## src/rtl/alu_seq_pkg.sv

```systemverilog
// Shared definitions for the ALU-time-shared multiply sequencer:
// the core ALU opcode map and the sequencer state encoding.
package alu_seq_pkg;

  localparam logic [3:0] ALU_AND = 4'b0000;
  localparam logic [3:0] ALU_OR  = 4'b0001;
  localparam logic [3:0] ALU_ADD = 4'b0010;
  localparam logic [3:0] ALU_XOR = 4'b0011;
  localparam logic [3:0] ALU_SUB = 4'b0110;
  localparam logic [3:0] ALU_SLL = 4'b0111;
  localparam logic [3:0] ALU_SRL = 4'b1000;
  localparam logic [3:0] ALU_SRA = 4'b1001;

  typedef enum logic [1:0] {
    IDLE = 2'd0,
    ITER = 2'd1,
    DONE = 2'd2
  } mul_state_t;

endpackage

```

## src/rtl/alu_mul_sequencer_if.sv

```systemverilog
// Bundle of the operand/result handshakes and the shared-ALU request bus.
// The slave side is the sequencer; the master side is everything around it
// (operand producer, result consumer, ALU and its arbiter).
interface alu_mul_sequencer_if #(
  parameter int REG_WIDTH = 32
);

  logic                 in_valid;
  logic                 in_ready;
  logic [REG_WIDTH-1:0] op_a;
  logic [REG_WIDTH-1:0] op_b;
  logic                 mul_hi;
  logic                 out_valid;
  logic                 out_ready;
  logic [REG_WIDTH-1:0] result;
  logic                 busy;
  logic                 alu_req;
  logic                 alu_gnt;
  logic [REG_WIDTH-1:0] alu_in1;
  logic [REG_WIDTH-1:0] alu_in2;
  logic [3:0]           alu_control;
  logic [REG_WIDTH-1:0] alu_result;
  logic                 alu_carry;

  modport master (
    output in_valid, op_a, op_b, mul_hi, out_ready, alu_gnt, alu_result, alu_carry,
    input  in_ready, out_valid, result, busy, alu_req, alu_in1, alu_in2, alu_control
  );

  modport slave (
    input  in_valid, op_a, op_b, mul_hi, out_ready, alu_gnt, alu_result, alu_carry,
    output in_ready, out_valid, result, busy, alu_req, alu_in1, alu_in2, alu_control
  );

endinterface

```

## src/rtl/alu_mul_sequencer.sv

```systemverilog
// Unsigned shift-add multiplier that borrows the core ALU for its adds.
// Each granted cycle adds A (or 0) into the upper partial product and shifts
// {carry, sum, Q} right by one; after REG_WIDTH grants the low or high word
// of the full product is held until the consumer takes it.
module alu_mul_sequencer
  import alu_seq_pkg::*;
#(
  parameter int REG_WIDTH = 32
) (
  input logic               clk,
  input logic               rst_n,
  alu_mul_sequencer_if.slave bus
);

  localparam int CNT_W = $clog2(REG_WIDTH) + 1;
  localparam logic [CNT_W-1:0] LAST_ITER = CNT_W'(REG_WIDTH - 1);

  mul_state_t           state;
  logic [REG_WIDTH-1:0] p_hi;
  logic [REG_WIDTH-1:0] q;
  logic [REG_WIDTH-1:0] a;
  logic [REG_WIDTH-1:0] result_q;
  logic [CNT_W-1:0]     cnt;
  logic                 sel;
  logic                 out_valid_q;

  logic [REG_WIDTH-1:0] p_hi_next;
  logic [REG_WIDTH-1:0] q_next;

  // Shifted partial product formed from the ALU sum and its carry-out
  always_comb begin
    {p_hi_next, q_next} = {bus.alu_carry, bus.alu_result, q[REG_WIDTH-1:1]};
  end

  // Sequencer state, datapath registers and the registered result handshake
  always_ff @(posedge clk or negedge rst_n) begin
    if (!rst_n) begin
      state       <= IDLE;
      p_hi        <= '0;
      q           <= '0;
      a           <= '0;
      cnt         <= '0;
      sel         <= 1'b0;
      result_q    <= '0;
      out_valid_q <= 1'b0;
    end else begin
      case (state)
        IDLE: begin
          if (bus.in_valid) begin
            a     <= bus.op_a;
            q     <= bus.op_b;
            p_hi  <= '0;
            cnt   <= '0;
            sel   <= bus.mul_hi;
            state <= ITER;
          end
        end
        ITER: begin
          if (bus.alu_gnt) begin
            p_hi <= p_hi_next;
            q    <= q_next;
            cnt  <= cnt + CNT_W'(1);
            if (cnt == LAST_ITER) begin
              result_q    <= sel ? p_hi_next : q_next;
              out_valid_q <= 1'b1;
              state       <= DONE;
            end
          end
        end
        DONE: begin
          if (bus.out_ready) begin
            out_valid_q <= 1'b0;
            state       <= IDLE;
          end
        end
        default: state <= IDLE;
      endcase
    end
  end

  // Outputs decoded from state only, so the grant never feeds back into the request
  always_comb begin
    bus.in_ready    = rst_n && (state == IDLE);
    bus.busy        = (state == ITER) || (state == DONE);
    bus.alu_req     = (state == ITER);
    bus.alu_control = (state == ITER) ? ALU_ADD : ALU_AND;
    bus.alu_in1     = (state == ITER) ? p_hi : '0;
    bus.alu_in2     = ((state == ITER) && q[0]) ? a : '0;
    bus.out_valid   = out_valid_q;
    bus.result      = result_q;
  end

endmodule

```

## src/flat_wrapper.sv

```systemverilog
// flat-port wrapper written by rule: the top's interface ports become plain ports
module alu_mul_sequencer_flat import alu_seq_pkg::*;
#(
  parameter int REG_WIDTH = 32
)
  (clk, rst_n, bus_in_valid, bus_op_a, bus_op_b, bus_mul_hi, bus_out_ready, bus_alu_gnt, bus_alu_result, bus_alu_carry, bus_in_ready, bus_out_valid, bus_result, bus_busy, bus_alu_req, bus_alu_in1, bus_alu_in2, bus_alu_control);
  alu_mul_sequencer_if #(.REG_WIDTH(REG_WIDTH)) bus_i ();
  input logic clk;
  input logic rst_n;
  input wire logic [$bits(bus_i.in_valid)-1:0] bus_in_valid;
  input wire logic [$bits(bus_i.op_a)-1:0] bus_op_a;
  input wire logic [$bits(bus_i.op_b)-1:0] bus_op_b;
  input wire logic [$bits(bus_i.mul_hi)-1:0] bus_mul_hi;
  input wire logic [$bits(bus_i.out_ready)-1:0] bus_out_ready;
  input wire logic [$bits(bus_i.alu_gnt)-1:0] bus_alu_gnt;
  input wire logic [$bits(bus_i.alu_result)-1:0] bus_alu_result;
  input wire logic [$bits(bus_i.alu_carry)-1:0] bus_alu_carry;
  output wire logic [$bits(bus_i.in_ready)-1:0] bus_in_ready;
  output wire logic [$bits(bus_i.out_valid)-1:0] bus_out_valid;
  output wire logic [$bits(bus_i.result)-1:0] bus_result;
  output wire logic [$bits(bus_i.busy)-1:0] bus_busy;
  output wire logic [$bits(bus_i.alu_req)-1:0] bus_alu_req;
  output wire logic [$bits(bus_i.alu_in1)-1:0] bus_alu_in1;
  output wire logic [$bits(bus_i.alu_in2)-1:0] bus_alu_in2;
  output wire logic [$bits(bus_i.alu_control)-1:0] bus_alu_control;
  assign bus_i.in_valid = bus_in_valid;
  assign bus_i.op_a = bus_op_a;
  assign bus_i.op_b = bus_op_b;
  assign bus_i.mul_hi = bus_mul_hi;
  assign bus_i.out_ready = bus_out_ready;
  assign bus_i.alu_gnt = bus_alu_gnt;
  assign bus_i.alu_result = bus_alu_result;
  assign bus_i.alu_carry = bus_alu_carry;
  assign bus_in_ready = bus_i.in_ready;
  assign bus_out_valid = bus_i.out_valid;
  assign bus_result = bus_i.result;
  assign bus_busy = bus_i.busy;
  assign bus_alu_req = bus_i.alu_req;
  assign bus_alu_in1 = bus_i.alu_in1;
  assign bus_alu_in2 = bus_i.alu_in2;
  assign bus_alu_control = bus_i.alu_control;
  alu_mul_sequencer #(.REG_WIDTH(REG_WIDTH)) u_core (.clk(clk), .rst_n(rst_n), .bus(bus_i));
endmodule
```

## config.mk

```make
export PLATFORM = sky130hd
export DESIGN_NAME = alu_mul_sequencer_flat
export DESIGN_NICKNAME = d
export VERILOG_FILES = /design/src/rtl/alu_seq_pkg.sv /design/src/rtl/alu_mul_sequencer_if.sv /design/src/rtl/alu_mul_sequencer.sv /design/src/flat_wrapper.sv
export SDC_FILE = /design/constraint.sdc
export NUM_CORES = 1
export LEC_CHECK = 0
export ABC_AREA = 1
export CAP_MARGIN = 15
export CORE_ASPECT_RATIO = 1.25
export CORE_MARGIN = 5
export CORE_UTILIZATION = 48
export CTS_CLUSTER_SIZE = 10
export DETAILED_ROUTE_END_ITERATION = 7
export PLACE_DENSITY = 0.85
export SYNTH_ARGS = -nofsm -noshare
export SYNTH_HDL_FRONTEND = slang
export SYNTH_SLANG_ARGS = --single-unit
```

## constraint.sdc

```tcl
create_clock -name clk -period 3.7 [get_ports clk]
set_input_delay 0.555 -clock clk [delete_from_list [all_inputs] [get_ports clk]]
set_output_delay 0.555 -clock clk [all_outputs]
set_load 0.005 [all_outputs]
```

# --- Yosys cells after proc, flatten, opt, wreduce, memory -nomap -nowiden ---
# Index checks and enable logic that the tools add are counted.
totals:
  out_inout_bits: 104
  reg_bits: 138
  input_bits: 103
classes:
  eq_ne: 7
  n_mux: 22
  add_sub_neg: 1
  n_reduce_logical: 11
ops:
  columns: ["op", "count"]
  rows:
  - ["2-to-1 mux 32 bit", 7]
  - ["case mux 32 bit (2 select lines)", 2]
  - ["2-to-1 mux 6 bit", 2]
  - ["case mux 6 bit (2 select lines)", 1]
  - ["2-to-1 mux 2 bit", 5]
  - ["AND reduction 4 bit", 2]
  - ["adder 6 x 1 -> 6 bit, second input constant", 1]
  - ["== test 6 x 5 -> 1 bit, second input constant", 1]
  - ["!= test 2 bit, second input constant", 3]
  - ["case mux 2 bit (3 select lines)", 1]
  - ["AND reduction 3 bit", 2]
  - ["nonzero test 2 bit", 2]
  - ["2-to-1 mux 1 bit", 3]
  - ["== test 2 x 1 -> 1 bit, second input constant", 1]
  - ["== test 2 bit, second input constant", 1]
  - ["logical AND 1 bit", 2]
  - ["logical NOT 2 bit", 1]
  - ["!= test 2 x 1 -> 1 bit, second input constant", 1]
  - ["case mux 1 bit (2 select lines)", 1]
  - ["AND reduction 2 bit", 1]
  - ["logical OR 1 bit", 1]

# --- Logic depth before layout (Yosys ltp) ---
logic_depth:
  depth_word: 4
  depth_mapped: 11
  mapped_depth_nobuf: 8

# --- Worst setup path before layout ---
# Ideal clock, no wire load.
synth_path:
  path_type: "register to output"
  start: "reg u_core.state[1]"
  end: "out bus_alu_in1[10]"
  n_path_buf: 3
  t_required_ps: 3145
  stages_incl_launch_ff: 8
  arrival_ps: 1393
  setup_slack_ps: 1752
  cell_sequence: "dfrtp_1 > inv_1 > ha_1 > buf_6 > buf_2 > buf_1 > nand2_1 > inv_1"
synth_via:
  elab_chain_len: 2
synth_lines:
  columns: ["element", "line", "source"]
  rows:
  - ["from (decl)", "alu_mul_sequencer.sv:18", "mul_state_t state;"]
  - ["from (signal assigned)", "alu_mul_sequencer.sv:38", "state <= IDLE;"]
  - ["from (signal assigned)", "alu_mul_sequencer.sv:55", "state <= ITER;"]
  - ["from (signal assigned)", "alu_mul_sequencer.sv:66", "state <= DONE;"]
  - ["== test 2 x 1 -> 1 bit", null, null]
  - ["via bus_alu_req", "flat_wrapper.sv:22", "output wire logic [$bits(bus_i.alu_req)-1:0] bus_alu_req;"]
  - ["2-to-1 mux 32 bit", "alu_mul_sequencer.sv:87", "bus.alu_in1 = (state == ITER) ? p_hi : '0;"]
  - ["to (decl)", "flat_wrapper.sv:23", "output wire logic [$bits(bus_i.alu_in1)-1:0] bus_alu_in1;"]
# The timed path passes the listed nets, and every way through them passes these cells.

# --- Worst setup path in the final report ---
layout_path:
  start: "reg u_core.state[1]"
  end: "out bus_alu_in1[1]"
layout_via:
  elab_chain_len: 2
layout_lines:
  columns: ["element", "line"]
  rows:
  - ["== test 2 x 1 -> 1 bit", "alu_mul_sequencer.sv:87"]
  - ["2-to-1 mux 32 bit", "alu_mul_sequencer.sv:87"]
# Every way passes these cells.

==> results.yml <==
outcome:
  status: "finished clean"
timing:
  rsz0062_at_grt: "no"
  max_freq_mhz: 361
  skew_ps: 8.97
  final.min_clock_period_ps: 2770
  hold_violations: 0
  fin_ws_ps: 932
  report.final.slew_viol_count: 0
  setup_viol: 0
  fin_crit_sh: 0.748
  slew_headroom: 0.423
  tightest_slew_ps: 865
  setup_tns_ps: 0
floorplanning:
  fp.dieH_um: 141
  start_util: 0.484
  core_um2: 13600
  ios: 207
  row_count: 48
  die_w_um: 115
  dieArea_um2: 16200
route:
  firstDrtPassIters: 5
  drcViolationCount: 0
  wl_um: 17300
  drt_iter0_drc: 450
  vias_per_cell: 4.94
  vias: 5841
  ant_nets: 0
  wire_per_inst_um: 14.7
setup_path:
  path_max_fanout: 110
  r2r-end: "u_core.q[22]"
  r2r_slack_ps: 1330
  cp_slowest_cell: "clkdlybuf4s50_1"
  ff2ff_path_depth: 8
  slowest_delay_ps: 500
  path_cells: "inv_1 -> ha_4 -> buf_12 -> nand2_1 -> inv_1 -> clkdlybuf4s50_1"
  crit_required_ps: 3140
  worstSetupPathType: "reg2out"
  end_kind: "primary output"
  crit_arrival_ps: 2210
  cp-start-kind: "register"
  rr_startpoint: "u_core.state[1]"
  crit_start: "u_core.state[1]"
  cpMostUsedCell: "inv_1"
grt:
  antenna_found_initial: 5
  grt_pass1_wl_um: 28100
  grt_pass1_vias: 5740
  track_usage: 0.218
  overflow: 0
  grt_start_max_net_pins: 111
synth:
  ys_types: 25
  ys_warn_count: 0
  synth_xor_area_frac: 0
  yosys.area.top_type: "dfrtp_1"
  avgSynthCellArea_um2: 8.11
  synth_mux_area_frac: 0
  synthSimpleGateAreaFrac: 0.194
  synthCells: 813
  seq_area_frac_synth: 0.524
  synth_top_family_by_area: "simple AND/OR/NAND/NOR gates"
  synthAdderAreaFrac: 0.00948
  synth_top_area_frac: 0.524
  synth_area_leaders: "dfrtp_1 (52%), nand2_1 (13%), o21ai_0 (9.2%)"
  syn_area_um2: 6600
  synth_compound_area_frac: 0.158
  synth-seq-cells: 138
clocking:
  cts-root-buf: "clkbuf_16"
  cts_buffers: 17
  cts-resized-gates: 0
  cts_hold_buffers: 0
  cts_tree: "yes"
  clk_latency_ps: 410
  cts_setup_buffers: 0
  clk_pin_slew_ps: 60
  cts_sinks: 138
  clk_path_buf_depth: 2
  cts_max_level: 4
job:
  drv_cap: 0
cells_and_area:
  nets: 1100
  design_area_um2: 9270
  layout_commonest_cell: "nand2_1"
  area_growth_pct: 40.5
  n_fill_cell: 1079
  drive_gt1_frac: 0.0637
  layout_common_cells: "nand2_1 (224), clkdlybuf4s50_1 (202), dfrtp_1 (138)"
  post-route-util: 0.680
placed_design:
  port_buffers: 203
  place.gp.congestion: 0.858
  postPlaceCellArea_um2: 8610
  dp_hpwl_um: 12200
  pre_cts_slack_ps: 1370
min_path:
  hold_path_class: "in2async"
power_and_ir_drop:
  pwr_density_cell_nw_per_um2: 712
  max-vdd-ir-drop_uv: 599
  leakage_uw: 0.00442
[where the power goes]
group	switching [µW]	leakage (µW)	internal [µW]	total, µW
clock	625	0.000315	1240	1860
combinational	1520	0.00234	963	2480
sequential	236	0.00177	2020	2250
[worst max-delay path by stage]
stage	to	slack, ps	cells after the start
detailed placement	bus_alu_in1[3]	1370	6
CTS	bus_alu_in1[3]	930	6
floorplan	bus_alu_in1[10]	1750	7
finish	bus_alu_in1[1]	930	6
global placement	bus_alu_in1[8]	1450	6
global route	bus_alu_in1[31]	810	6
[per-stage QoR]
step                      std cells  hold slack [ps]  total power, µW
final                          1182             62.1             6600
after global routing           1182             93.7             7110
after CTS                      1180             73.4             6630
after detailed placement       1148              460             4740
after global placement         1148              454             4650
after floorplan                 815              259             3970
[metal layers]
layer / up-vias / wire (µm) / GRT usage
li1: 2894 / - / -
met2: 214 / 8540 / 0.353
met4: 6 / 558 / 0.0884
met3: 39 / 1390 / 0.0717
met5: - / 40 / 0
met1: 2688 / 6810 / 0.268
[cell usage after synthesis]
library cell and number:
nand2_1 224, buf_1 3, a21oi_1 1, clkbuf_1 13, ha_1 5, o21ai_2 14
conb_1 1, inv_2 2, or2_2 2, nand4_1 5, nor2_2 1, nand3_1 22
o211ai_1 18, nand2_2 3, o21ai_1 17, o21ai_0 121, buf_2 20, buf_4 5
buf_6 12, nand3_2 2, inv_1 110, nor2_1 61, nor2_4 1, o21a_1 12
dfrtp_1 138
[layout make-up]
class	instances	area [µm²]	area share
Clock buffer	22	464	0.0501
Multi-Input combinational cell	512	2410	0.260
Timing Repair Buffer	211	2110	0.227
Sequential cell	138	3450	0.373
Inverter	112	420	0.0454
Clock inverter	10	189	0.0204
Tap cell	175	219	0.0236
Antenna cell	2	5.00	0.000540
[cell families (layout without fill, tap and decap cells)]
logic type / count (synthesis) / count (layout)
AO/OA/AOI/OAI: 183 / 183
adder cells (fa/ha/maj): 5 / 5
buffers and inverters: 165 / 355
flip-flops: 138 / 138
other: 1 / 5
AND/OR/NAND/NOR: 321 / 321
[state kept, by name, summed over array words and instances (netlist names)]
register              flops
u_core.a                 32
u_core.bus.out_valid      1
u_core.bus.result        32
u_core.cnt                6
u_core.p_hi              32
u_core.q                 32
u_core.sel                1
u_core.state              2
[critical path, delay by kind of cell, from the launching register on]
family	cells	cell delay, ps
buffers and inverters	4	1090
adders and majority gates	1	160
and+or+nand+nor	1	100
DFF	1	390
Power figures use the tool's default switching activity.
